## src/rtl/compare_test_sequencer.sv

```systemverilog
// Latency-matched self-check sequencer: drives an XOR-seeded ramp into a pipelined DUT
// and compares each returning word against a delayed copy of what was issued.
module compare_test_sequencer #(
    parameter int WIDTH   = 8,
    parameter int LATENCY = 3,
    parameter int CNT_W   = 16,
    parameter int ERR_W   = 8
) (
    input  logic             clk,
    input  logic             rst,
    input  logic             start,
    input  logic             abort,
    input  logic [CNT_W-1:0] num_vectors,
    input  logic [WIDTH-1:0] seed,
    output logic [WIDTH-1:0] stim_data,
    output logic             stim_valid,
    input  logic [WIDTH-1:0] dut_data,
    output logic             busy,
    output logic             done,
    output logic             pass,
    output logic [ERR_W-1:0] err_count,
    output logic [CNT_W-1:0] first_err_idx
);

    typedef enum logic [1:0] {
        S_IDLE  = 2'd0,
        S_RUN   = 2'd1,
        S_DRAIN = 2'd2,
        S_DONE  = 2'd3
    } state_t;

    localparam logic [CNT_W-1:0] CNT_ONE = {{(CNT_W-1){1'b0}}, 1'b1};
    localparam logic [ERR_W-1:0] ERR_ONE = {{(ERR_W-1){1'b0}}, 1'b1};

    function automatic logic [ERR_W-1:0] sat_inc(input logic [ERR_W-1:0] v);
        if (v == {ERR_W{1'b1}}) begin
            sat_inc = v;
        end else begin
            sat_inc = v + ERR_ONE;
        end
    endfunction

    state_t           state_q;
    logic [CNT_W-1:0] num_q;
    logic [WIDTH-1:0] seed_q;
    logic [CNT_W-1:0] issue_idx_q;
    logic [CNT_W-1:0] compare_idx_q;
    logic             first_seen_q;
    logic [WIDTH-1:0] stim_data_q;
    logic             stim_valid_q;
    logic             busy_q;
    logic             done_q;
    logic             pass_q;
    logic [ERR_W-1:0] err_count_q;
    logic [CNT_W-1:0] first_err_idx_q;

    logic [WIDTH-1:0] dly_data_q [LATENCY];
    logic [LATENCY-1:0] dly_vld_q;

    logic             tail_vld_s;
    logic             tail_miss_s;

    assign tail_vld_s  = dly_vld_q[LATENCY-1];
    assign tail_miss_s = tail_vld_s && (dut_data != dly_data_q[LATENCY-1]);

    // Expected-data delay line: the tail lines up with the DUT output for the same vector.
    always_ff @(posedge clk) begin
        if (!rst || abort) begin
            dly_vld_q <= '0;
            for (int i = 0; i < LATENCY; i++) begin
                dly_data_q[i] <= '0;
            end
        end else begin
            dly_vld_q[0]  <= stim_valid_q;
            dly_data_q[0] <= stim_data_q;
            for (int i = 1; i < LATENCY; i++) begin
                dly_vld_q[i]  <= dly_vld_q[i-1];
                dly_data_q[i] <= dly_data_q[i-1];
            end
        end
    end

    // Run sequencer with compare/error accounting and registered status outputs.
    always_ff @(posedge clk) begin
        if (!rst || abort) begin
            state_q         <= S_IDLE;
            num_q           <= '0;
            seed_q          <= '0;
            issue_idx_q     <= '0;
            compare_idx_q   <= '0;
            first_seen_q    <= 1'b0;
            stim_data_q     <= '0;
            stim_valid_q    <= 1'b0;
            busy_q          <= 1'b0;
            done_q          <= 1'b0;
            pass_q          <= 1'b0;
            err_count_q     <= '0;
            first_err_idx_q <= '0;
        end else begin
            if (tail_vld_s) begin
                compare_idx_q <= compare_idx_q + CNT_ONE;
                if (tail_miss_s) begin
                    err_count_q <= sat_inc(err_count_q);
                    if (!first_seen_q) begin
                        first_seen_q    <= 1'b1;
                        first_err_idx_q <= compare_idx_q;
                    end
                end
            end

            case (state_q)
                S_IDLE, S_DONE: begin
                    if (start) begin
                        num_q           <= num_vectors;
                        seed_q          <= seed;
                        compare_idx_q   <= '0;
                        first_seen_q    <= 1'b0;
                        err_count_q     <= '0;
                        first_err_idx_q <= '0;
                        if (num_vectors != '0) begin
                            // Vector 0 goes out in the cycle right after start.
                            state_q      <= S_RUN;
                            stim_valid_q <= 1'b1;
                            stim_data_q  <= seed;
                            issue_idx_q  <= CNT_ONE;
                            busy_q       <= 1'b1;
                            done_q       <= 1'b0;
                            pass_q       <= 1'b0;
                        end else begin
                            state_q      <= S_DONE;
                            stim_valid_q <= 1'b0;
                            issue_idx_q  <= '0;
                            busy_q       <= 1'b0;
                            done_q       <= 1'b1;
                            pass_q       <= 1'b1;
                        end
                    end
                end
                S_RUN: begin
                    if (issue_idx_q == num_q) begin
                        state_q      <= S_DRAIN;
                        stim_valid_q <= 1'b0;
                    end else begin
                        stim_data_q <= issue_idx_q[WIDTH-1:0] ^ seed_q;
                        issue_idx_q <= issue_idx_q + CNT_ONE;
                    end
                end
                S_DRAIN: begin
                    if (compare_idx_q == num_q) begin
                        state_q <= S_DONE;
                        busy_q  <= 1'b0;
                        done_q  <= 1'b1;
                        pass_q  <= (err_count_q == '0);
                    end else begin
                        state_q <= S_DRAIN;
                    end
                end
                default: begin
                    state_q <= S_IDLE;
                end
            endcase
        end
    end

    assign stim_data     = stim_data_q;
    assign stim_valid    = stim_valid_q;
    assign busy          = busy_q;
    assign done          = done_q;
    assign pass          = pass_q;
    assign err_count     = err_count_q;
    assign first_err_idx = first_err_idx_q;

endmodule

```

## config.mk

```make
export PLATFORM = sky130hd
export DESIGN_NAME = compare_test_sequencer
export DESIGN_NICKNAME = d
export VERILOG_FILES = /design/src/rtl/compare_test_sequencer.sv
export SDC_FILE = /design/constraint.sdc
export NUM_CORES = 1
export LEC_CHECK = 0
export BUFFER_PORTS_ARGS = -buffer_cell sky130_fd_sc_hd__buf_2
export CAP_MARGIN = 5
export CORE_ASPECT_RATIO = 2
export CORE_MARGIN = 3
export CORE_UTILIZATION = 25
export CTS_CLUSTER_SIZE = 16
export DETAILED_ROUTE_END_ITERATION = 16
export MAX_ROUTING_LAYER = met4
export PLACE_DENSITY = 0.38
export SLEW_MARGIN = 40
export SYNTH_ARGS = -nofsm -noshare
export SYNTH_HDL_FRONTEND = slang
export SYNTH_SLANG_ARGS = --single-unit
export TNS_END_PERCENT = 20
```

## constraint.sdc

```tcl
create_clock -name clk -period 4.6 [get_ports clk]
set_input_delay 1.15 -clock clk [delete_from_list [all_inputs] [get_ports clk]]
set_output_delay 1.15 -clock clk [all_outputs]
set_load 0.05 [all_outputs]
```

---- Word level (Yosys, flattened, before mapping) ----
Memories as Yosys holds them, arrays and structs flattened.
Index checks and enable logic that the tools add are counted.
storage, ports and cells
  memories kept ........................... 1
  register bits after elaboration ......... 98
  output and inout bits ................... 36
  input bits .............................. 36
  memory bits (writable) .................. 24
operators by class
  eq/ne operators ......................... 12
  reduce and logical (&&, ||, !) cells .... 15
  $add $sub $neg .......................... 3
  muxes and demuxes ....................... 48
  bitwise logic cells ..................... 4
memories
  memory      words  width  rd ports  clocked after Yosys merged registers in  wr ports  RTL line  RTL
  dly_data_q  3      8      3         0                                        3         57        logic [WIDTH-1:0] dly_data_q [LATENCY];
operator list
  operator                                       count
  two-way mux 16 bit                             10
  two-way mux 8 bit                              11
  adder 16 x 1 -> 16 bit, second input constant  2
  == test 16 bit                                 2
  case mux 16 bit (2 select lines)               1
  two-way mux 1 bit                              17
  case mux 8 bit (2 select lines)                1
  nonzero test 16 bit                            1
  != test 2 bit, second input constant           5
  AND reduction 3 bit                            3
  adder 8 x 1 -> 8 bit, second input constant    1
  == test 8 bit, second input constant           1
  logical NOT 8 bit                              1
  != test 8 bit                                  1
  case mux 1 bit (2 select lines)                4
  XOR 8 bit                                      1
  two-way mux 2 bit                              3
  case mux 2 bit (3 select lines)                1
  == test 2 bit, second input constant           2
  AND reduction 2 bit                            2
  AND reduction 4 bit                            1
  nonzero test 2 bit                             2
  OR 1 bit                                       3
  == test 2 x 1 -> 1 bit, second input constant  1
  5 further kinds                                5

---- Longest topological paths before layout ----
Gate-level depths: netlist of the first run.
An unclocked memory read counts as a cell.
  word-level depth ........................ 7
  gate-level depth with buffers ........... 9
  mapped depth without buffers ............ 8

---- Worst setup path before layout of the first run ----
OpenSTA, ideal clock, no wires.
  path type ............................... in2reg
  start point ............................. input port dut_data[7]
  end point ............................... register first_err_idx_q[0] (netlist: first_err_idx[0])
  stages .................................. 8
  arrival ................................. 2.508 ns
  data required time ...................... 4.472 ns
  buffers on the path ..................... 2
  setup slack ............................. 1.965 ns
  cells stage by stage .................... xor2_1 nor4_1 a21oi_1 nand2b_1 buf_2 buf_4 mux2i_1 nor2_1
on the way
  longest elaborated chain between the ends .. 6
RTL lines
  element                 RTL line  RTL
  from (decl)             17        input logic [WIDTH-1:0] dut_data,
  != test 8 bit (*)       64        assign tail_miss_s = tail_vld_s && (dut_data != dly_data_q[LATENCY-1]);
  logical AND 1 bit (*)   64
  two-way mux 16 bit (*)  102       if (tail_miss_s) begin
  two-way mux 16 bit (*)  100       if (tail_vld_s) begin
  two-way mux 16 bit      113       if (start) begin
  two-way mux 16 bit (*)  111       case (state_q)
  to (signal assigned)    106       first_err_idx_q <= compare_idx_q;
  to (decl)               55        logic [CNT_W-1:0] first_err_idx_q;
Mark *: on every way between the ends. The rest lies on a longest branch, timed or not.
A chain may end at the register's enable or synchronous reset.

---- Final worst setup path of the first run ----
  start point ............................. input port dut_data[7]
  end point ............................... register first_err_idx_q[7] (netlist: first_err_idx[7])
The elaborated chain is that of the path after synthesis.

==> out/metrics.cfg, run 1 <==
[clock_network]
clk_path_buf_depth=2
cts_tree=done
clkTransAtPathRegs_ns=0.05
cts_setup_buffers=0
clock_sinks=122
cts_root_buffer=clkbuf_16
holdBufCountCts=0
clk_latency_ns=0.42
cts_made_buffers=17
cts_resized=0
htree_num_levels=4

[power_and_ir_drop]
pwr-share-comb=0.078
ir_drop_mv=0.231
switching_power_uw=636
power.density_nw_per_um2=404
p_int_mw=1.95
p_leak_nw=2.59
sw_frac_of_total=0.246
power.share.clock=0.501
seq_power_share=0.422

[finish]
drive_above_1_share=0.183
nets=701
layout_common_cells=dfxtp_1 (122), nand2_1 (95), buf_2 (71)
fillCellCount=2150
fin_area_um2=6400
area_delta_synth_final_pct=22.9
layout_commonest_cell=dfxtp_1
antenna_cells=0

[floorplan]
chipWidth_um=108
dieArea_um2=22700
rows=74
ios=72
core_area_um2=20500
initial_core_util=0.254
die_y_um=210

[setup_path]
critical_path_arrival_ns=2.84
required_ns=4.88
timing.rr.end=stim_data[5]
rrSetupSlack_ns=2.17
endpoint=first_err_idx[7]
r2r-start=issue_idx_q[3]
slowest_delay_ns=0.47
crit_fanout=16
slowest_stage=nand2b_2
ff2ff_path_depth=6
critical_path_class=in2reg
critPathLaunch=dut_data[7]
cp-start-kind=input port
cp-end-kind=flip-flop
crit_chain=buf_2, xor2_1, nor4_1, a21oi_1, nand2b_2, mux2i_1, nor2_1

[sta]
fin_crit_ns=2.56
fmax_mhz=390
setup_viol=0
fin_crit_sh=0.557
rsz0062_at_grt=false
drv_slew=0
hold_violations=0
slew-limit-headroom=0.524
setup-tns-final_ns=0
clock_skew_ns=0.0113
tightestPinTransition_ns=0.709

[global_route]
grt_pass1_wl_mm=22.9
grt_max_degree=44
overflow=0
grt.total_usage=0.137
antenna_found_initial=0
first_global_vias=4181

[route]
route.detailed.drc=0
dr.pass1.iters=6
routed_wl_mm=14.3
vias_per_cell=4.45
drtIter0Drc=139
wire_per_inst_um=15.3
vias=4178
ant_nets=0

[run_status]
run_status=finished, final reports clean

[logic_synthesis]
ys_ff_latch=122
synth-edff-count=0
synth_cells=593
synth-seq-area-share=0.469
avgSynthCellArea_um2=8.78
yosysUniqueCellTypes=42
synth_area_um2=5200
synth_nets=635
async_flop_share=0
synth_warnings=0
synth_flop_cell=dfxtp_1

[flow_run]
drv_cap=0

[place]
gp_congestion=0.836
post-dp-hpwl_mm=10.9
portBuffers=71
placed_area_um2=5830

[worst_hold_path]
min_path_type=reg2reg

==> flip-flops by register name, indices dropped and copies added, names as in the netlist <==
name,flops
first_seen_q,1
num_q,16
dly_data_q,24
stim_data,8
pass,1
compare_idx_q,16
first_err_idx,16
state_q,2
dly_vld_q,3
done,1
seed_q,8
stim_valid,1
busy,1
issue_idx_q,16
err_count,8
==> power by group through the flow <==
stage | sequential (mW) | clock [mW] | combinational (mW)
after floorplan | 1.13 | 0 | 0.116
after global placement | 1.11 | 0 | 0.204
after detailed placement | 1.11 | 0 | 0.204
after CTS | 1.09 | 1.33 | 0.205
after global routing | 1.09 | 1.38 | 0.225
final | 1.09 | 1.29 | 0.201
==> per-layer routing <==
metal | global-route usage | part of all wire
met1 | 0.145 | 0.41
met2 | 0.241 | 0.54
met3 | 0.0306 | 0.031
met4 | 0.0562 | 0.025
met5 | - | 0
==> Yosys cell counts (2+ instances only) <==
cell type | count | area, um^2
inv_1 | 22 | 82.6
mux2i_1 | 21 | 210
a31o_2 | 4 | 35.0
or3_1 | 2 | 12.5
buf_1 | 2 | 7.51
clkbuf_1 | 22 | 82.6
a21o_1 | 2 | 15.0
o221a_2 | 2 | 22.5
nor3_1 | 5 | 25.0
buf_4 | 2 | 15.0
nand2_1 | 95 | 357
nand3_1 | 15 | 75.1
nor2b_1 | 2 | 12.5
buf_2 | 4 | 20.0
a211oi_1 | 5 | 37.5
or2_2 | 2 | 12.5
dfxtp_1 | 122 | 2440
nand4_1 | 14 | 87.6
and4_1 | 3 | 26.3
a21oi_1 | 41 | 205
and3_1 | 6 | 37.5
xor2_1 | 19 | 166
nor2_1 | 54 | 203
ha_1 | 6 | 75.1
nor4_1 | 9 | 56.3
nand2b_1 | 3 | 18.8
o21ai_0 | 15 | 75.1
o2111ai_1 | 8 | 70.1
xnor2_1 | 53 | 464
and2_1 | 21 | 131
==> worst min path at each step <==
stage                                 from                end  depth (start not counted)
final                         dly_vld_q[1]       dly_vld_q[2]                          1
after global routing          dly_vld_q[1]       dly_vld_q[2]                          1
after CTS                     dly_vld_q[1]       dly_vld_q[2]                          1
after detailed placement  dly_data_q[0][8]  dly_data_q[0][16]                          1
after global placement        dly_vld_q[0]       dly_vld_q[1]                          1
after floorplan           dly_data_q[0][2]  dly_data_q[0][10]                          1
==> layout make-up <==
type	count	area, um^2	share of cell area
multi-input combinational	418	2560	0.400
sequential	122	2440	0.382
clock buffer	21	450	0.0704
timing repair buffer	78	408	0.0637
tap	266	333	0.0520
clock inverter	11	123	0.0192
inverter	22	82.6	0.0129
==> logic make-up (layout without fill, tap and decap cells) <==
group           count (synthesis)  after routing  share of synthesized area
compound gates                 84             84                      0.101
mux                            22             22                     0.0425
flops                         122            122                      0.469
xor+xnor                       72             72                      0.121
simple gates                  234            234                      0.210
fa+ha+maj                       6              6                     0.0144
buf+inv                        53            132                     0.0409
==> metrics by stage <==
step | hold slack (ns) | std cells | total power [mW] | util | worst slack, ns
floorplan | 0.406 | 593 | 1.24 | - | 1.96
global placement | 0.412 | 906 | 1.32 | 0.284 | 1.34
detailed placement | 0.411 | 906 | 1.32 | 0.285 | 1.59
CTS | 0.422 | 938 | 2.63 | 0.313 | 2.03
global route | 0.439 | 938 | 2.69 | 0.313 | 1.87
finish | 0.419 | 938 | 2.58 | 0.313 | 2.04
==> critical path, delay by kind of cell <==
kind / cells / cell delay (ns)
buffers and inverters: 1 / 0.10
XOR/XNOR: 1 / 0.13
multiplexers: 1 / 0.25
AO/OA/AOI/OAI: 1 / 0.25
AND/OR/NAND/NOR: 3 / 0.94
Power figures use the tool's default switching activity.
==> run 2, diff against run 1 <==
clock period = 2.4 ns   (was 4.6 ns; I/O delays follow)
==> run 2 against run 1 <==
- clock power rose by 78%
- count of clock-buffer cells in the layout fell by 1
- utilization rose by 0.83 points
- final cell count rose by 2.6%
- clock skew fell by 0.0012 ns
- setup slack got worse by 1.9 ns
- hold slack improved by 0.0026 ns
- wire length rose by 3.1%
- sequential power rose by 92%
- final area rose by 2.6%
- critical path depth rose by 1
- critical path type is now reg2reg
- critical endpoint is now stim_data[6]
==> out/metrics.cfg, run 2 (synthesis results as in run 1) <==
[run_status]
run_status=finished, final reports clean

[finish]
area_delta_synth_final_pct=26.2
fillCellCount=2155  ; +0.23%
fin_area_um2=6570  ; +2.6%
seq_area_um2=2440  ; unchanged
regMostFlops=dly_data_q
nets=726  ; +3.6%
largest_reg_flops=24  ; unchanged
antenna_cells=0  ; unchanged
layout_common_cells=dfxtp_1 (122), nand2_1 (95), buf_2 (71)
fin_cells=962  ; +2.6%
layout_commonest_cell=dfxtp_1
multiInputGateArea_um2=2560  ; about the same
drive_above_1_share=0.213  ; +0.0296

[clock_network]
clkTransAtPathRegs_ns=0.06  ; about the same
clock_sinks=122  ; unchanged
clk_latency_ns=0.41  ; about the same
clk_path_buf_depth=2  ; unchanged
htree_num_levels=4  ; unchanged
cts_made_buffers=17  ; unchanged
holdBufCountCts=0  ; unchanged
cts_setup_buffers=0  ; unchanged
cts_resized=1  ; +1
cts_root_buffer=clkbuf_16
cts_tree=done

[setup_path]
required_ns=2.74  ; -2.14 ns
critical_path_arrival_ns=2.58  ; -0.26 ns
ff2ff_path_depth=8  ; +2
critical_path_class=reg2reg
cp-start-kind=flip-flop
cp-end-kind=flip-flop
rrSetupSlack_ns=0.16  ; -2.01 ns
crit_fanout=16  ; unchanged

[route]
wire_per_inst_um=15.4  ; +0.51%
route.detailed.drc=0  ; unchanged
vias=4331  ; +3.7%
dr.pass1.iters=5  ; -1
vias_per_cell=4.50  ; +1.1%
routed_wl_mm=14.8  ; +3.1%
ant_nets=0  ; unchanged
drtIter0Drc=146  ; +5.0%

[worst_hold_path]
min_path_type=reg2reg
hold_depth=1  ; unchanged

[power_and_ir_drop]
power.density_nw_per_um2=729  ; +81%
power_mw=4.79  ; +85%
p_leak_nw=2.71  ; +4.8%
ir_drop_mv=0.374  ; +62%

[sta]
rsz0062_at_grt=false
whs_ns=0.422  ; +0.00261 ns
clock_skew_ns=0.0101  ; -0.00120 ns
fin_crit_ns=2.24
hold_violations=0  ; unchanged
setup-tns-final_ns=0  ; unchanged
drv_slew=0  ; unchanged
tightestPinTransition_ns=0.694  ; -0.0151 ns
fmax_mhz=446
fin_crit_sh=0.934
setup_viol=0  ; unchanged
slew-limit-headroom=0.537  ; +0.0136

[floorplan]
chipWidth_um=108  ; unchanged
rows=74  ; unchanged
dieArea_um2=22700  ; unchanged
initial_core_util=0.254  ; unchanged
ios=72  ; unchanged
die_y_um=210  ; unchanged
core_area_um2=20500  ; unchanged

[place]
dp.cells=931  ; +2.8%
gp_congestion=0.780  ; -6.7%
placed_area_um2=6030  ; +3.5%
portBuffers=71  ; unchanged
post-dp-hpwl_mm=11.4  ; +4.8%

[flow_run]
drv_cap=0  ; unchanged

[global_route]
grt.total_usage=0.141  ; +0.00425
antenna_found_initial=0  ; unchanged
overflow=0  ; unchanged
grt_pass1_wl_mm=23.6  ; +3.0%
grt_max_degree=42  ; -4.5%
first_global_vias=4360  ; +4.3%

## run 2: cell count changes in the layout (fill, tap and decap cells not counted), sizes merged
cell,before,now
clkbuf,21,20
clkinvlp,4,5
clkinv,5,6
buf,78,103
bufinv,2,0
## run 2: per-stage QoR
stage                     setup WS, ns   util
after floorplan                  0.315      -
final                            0.159  0.321
after CTS                        0.116  0.321
after global placement          0.0238  0.295
after detailed placement       -0.0160  0.295
after global routing            0.0207  0.321
## run 2: final timing paths
path,startpoint,end
worst max register to register,state_q[0],stim_data[6]
worst min register to register,dly_vld_q[1],dly_vld_q[2]
worst max-delay path,state_q[0],stim_data[6]
worst min-delay path,dly_vld_q[1],dly_vld_q[2]
## run 2: area by class of cell
type | instances | share of cell area
multi-input cells | 418 | 0.389
well taps | 266 | 0.0507
repair buffers | 103 | 0.0945
clock inverters | 11 | 0.0114
inverters | 22 | 0.0126
flip-flops and latches | 122 | 0.372
clock buffers | 20 | 0.0695
## run 2: report_power, final
part           switching [mW]  total [mW]  internal (mW)
logic                   0.272       0.416          0.143
clock network           0.928        2.29           1.36
registers              0.0274        2.09           2.06
## run 2: metal layers
layer | vias up | part of all wire | GRT usage
li1 | 2185 | - | -
met1 | 2044 | 0.41 | 0.150
met2 | 94 | 0.55 | 0.255
met3 | 8 | 0.030 | 0.0267
met4 | 0 | 0.011 | 0.0523
met5 | - | 0 | -
## run 2: critical path: stages, from the launching register on
cell	delay (ns)
dfxtp_1	0.34
inv_1	0.06
ha_1	0.30
buf_4	0.13
and2_1	0.14
nand2_1	0.10
a22oi_2	0.58
o2111ai_1	0.37
o21ai_0	0.16
==> run 3, diff against run 2 <==
ABC_AREA = 1   (was default)
CORE_MARGIN = 10   (was 3)
==> run 3 against run 2 <==
- clock power is 15% higher
- area after synthesis is 13% higher
- hold slack worse by 0.021 ns
- power increased by 8.6%
- final area rose by 9.6%
- critical path depth rose by 1
- register-to-register slack better by 0.22 ns
- largest power group unchanged
- global-route usage down 1.5 points
- wire length rose by 22%
- clock skew fell by 0.00059 ns
- first-iteration DRC count up 36%
- critical path type unchanged
==> out/metrics.cfg, run 3 <==
[route]
routed_wl_mm=18.0  ; +22%
vias=5476  ; +26%
dr.pass1.iters=4  ; -1
wire_per_inst_um=14.4  ; -6.3%
ant_nets=0  ; unchanged
drtIter0Drc=199  ; +36%
route.detailed.drc=0  ; unchanged
vias_per_cell=4.38  ; -2.6%

[setup_path]
crit_fanout=17  ; +1
cp-start-kind=flip-flop
critical_path_arrival_ns=2.33  ; -0.25 ns
rrSetupSlack_ns=0.38  ; +0.22 ns
critical_path_class=reg2reg
required_ns=2.71  ; -0.03 ns
cp-end-kind=flip-flop

[finish]
final_util=0.310  ; -0.0110
antenna_cells=0  ; unchanged
area_delta_synth_final_pct=22.5
regMostFlops=dly_data_q
largest_reg_flops=24  ; unchanged
layout_commonest_cell=nor2_1
drive_above_1_share=0.147  ; -0.0656
fin_area_um2=7200  ; +9.6%
layout_common_cells=nor2_1 (186), nand2_1 (174), dfxtp_1 (122)
nets=997  ; +37%

[clock_network]
cts_tree=done
cts_root_buffer=clkbuf_16
clkTransAtPathRegs_ns=0.06  ; about the same
cts_made_buffers=17  ; unchanged
clk_path_buf_depth=2  ; unchanged
htree_num_levels=4  ; unchanged
cts_setup_buffers=0  ; unchanged
clock_sinks=122  ; unchanged
holdBufCountCts=0  ; unchanged
cts_resized=0  ; -1
clk_latency_ns=0.42  ; about the same

[place]
dp_worst_setup_slack_ns=0.310  ; +0.326 ns
gp_congestion=0.815  ; +4.5%
portBuffers=71  ; unchanged
post-dp-hpwl_mm=14.0  ; +23%
placed_area_um2=6600  ; +9.4%

[sta]
slew-limit-headroom=0.640  ; +0.103
tightestPinTransition_ns=0.539  ; -0.155 ns
fin_crit_sh=0.842  ; -0.0921
whs_ns=0.401  ; -0.0211 ns
fin_crit_ns=2.02  ; -0.221 ns
fmax_mhz=495  ; +11%
setup_viol=0  ; unchanged
hold_violations=0  ; unchanged
drv_slew=0  ; unchanged
setup-tns-final_ns=0  ; unchanged
setup_ws_ns=0.380  ; +0.221 ns
rsz0062_at_grt=false
clock_skew_ns=0.00952  ; -0.000591 ns

[global_route]
grt_max_degree=47  ; +12%
antenna_found_initial=0  ; unchanged
grt_pass1_wl_mm=29.0  ; +23%
overflow=0  ; unchanged
grt.total_usage=0.126  ; -0.0149
first_global_vias=5542  ; +27%

[logic_synthesis]
ys_ff_latch=122  ; unchanged
yosysMostFrequentCell=nor2_1
synth-edff-count=0  ; unchanged
synth_nets=920  ; +45%
synth-seq-area-share=0.415  ; -0.0537
yosys-top-cells-count=nor2_1 (187), nand2_1 (174), dfxtp_1 (122), inv_1 (107), o21ai_0 (61)
yosysUniqueCellTypes=32  ; -24%
post-synth-top-area-fraction=0.415  ; -0.0537
synth_area_leaders=dfxtp_1 (42%), nor2_1 (12%), nand2_1 (11%)
avgSynthCellArea_um2=6.69  ; -24%
synth_cells=878  ; +48%
synth_warnings=0  ; unchanged
yosysTopAreaCell=dfxtp_1
synth_flop_cell=dfxtp_1
async_flop_share=0  ; unchanged
synth_area_um2=5880  ; +13%

[flow_run]
drv_cap=0  ; unchanged

[floorplan]
die_y_um=237  ; +13%
core_area_um2=23200  ; +14%
dieArea_um2=30400  ; +34%
chipWidth_um=128  ; +19%
ios=72  ; unchanged
rows=79  ; +6.8%
initial_core_util=0.253  ; -0.00132

[run_status]
run_status=finished, final reports clean

[power_and_ir_drop]
p_leak_nw=3.08  ; +13%
power.density_nw_per_um2=722  ; -0.97%
ir_drop_mv=0.397  ; +6.0%

[worst_hold_path]
min_path_type=reg2reg

==> run 3: cell types whose count changed in the layout (fill, tap and decap cells not counted), sizes merged, moves of 12 or more <==
cell and delta:
and2 -20, o21ai +46, xnor2 -34, nor2 +138
inv +93, nand2 +81, a21oi +12, mux2i -21
nand3 +22
==> run 3: cells by family after synthesis <==
group,count (synthesis),synth area share
simple gates,448,0.319
buf+inv,151,0.101
xor+xnor,34,0.0507
fa+ha+maj,6,0.0128
flops,122,0.415
compound gates,117,0.102
==> run 3: final cells by class <==
type	count	area, um^2
clock inverters	8	118
clock buffers	22	484
flip-flops and latches	122	2440
inverters	116	435
fillers	2584	16000
multi-input cells	605	2850
well taps	283	354
repair buffers	93	520
==> run 3: per-layer routing <==
metal / wire, um / GRT usage / up-vias
li1: - / - / 2898
met1: 7040 / 0.122 / 2472
met2: 9830 / 0.228 / 81
met3: 631 / 0.0291 / 25
met4: 469 / 0.0572 / 0
met5: 0 / - / -
==> run 3: path summary, 6_finish.rpt <==
path / startpoint / endpoint / cells past startpoint
max: state_q[0] / issue_idx_q[1] / 9
min: dly_data_q[0][10] / dly_data_q[0][18] / 2
max reg2reg: state_q[0] / issue_idx_q[1] / 9
min reg2reg: dly_data_q[0][10] / dly_data_q[0][18] / 2
==> run 3: report_power, final <==
part / switching (mW) / leakage (nW) / total [mW] / internal, mW
sequential: 0.0337 / 0.987 / 2.10 / 2.07
combinational: 0.315 / 1.79 / 0.463 / 0.149
clock: 0.915 / 0.298 / 2.64 / 1.72
total: 1.26 / 3.08 / 5.20 / 3.94
==> run 3: metrics by stage <==
stage	total power, mW	std cells
after floorplan	2.45	878
after global placement	2.62	1219
after detailed placement	2.62	1219
after CTS	5.31	1249
after global routing	5.43	1249
final	5.20	1249
==> run 3: worst max-delay path: stages, from the launching register on <==
cell     delay, ns
dfxtp_1       0.33
inv_1         0.06
ha_1          0.36
nand2_1       0.15
buf_4         0.26
nand2_1       0.25
nand2_4       0.27
inv_1         0.08
nor2_1        0.10
nor2_1        0.05
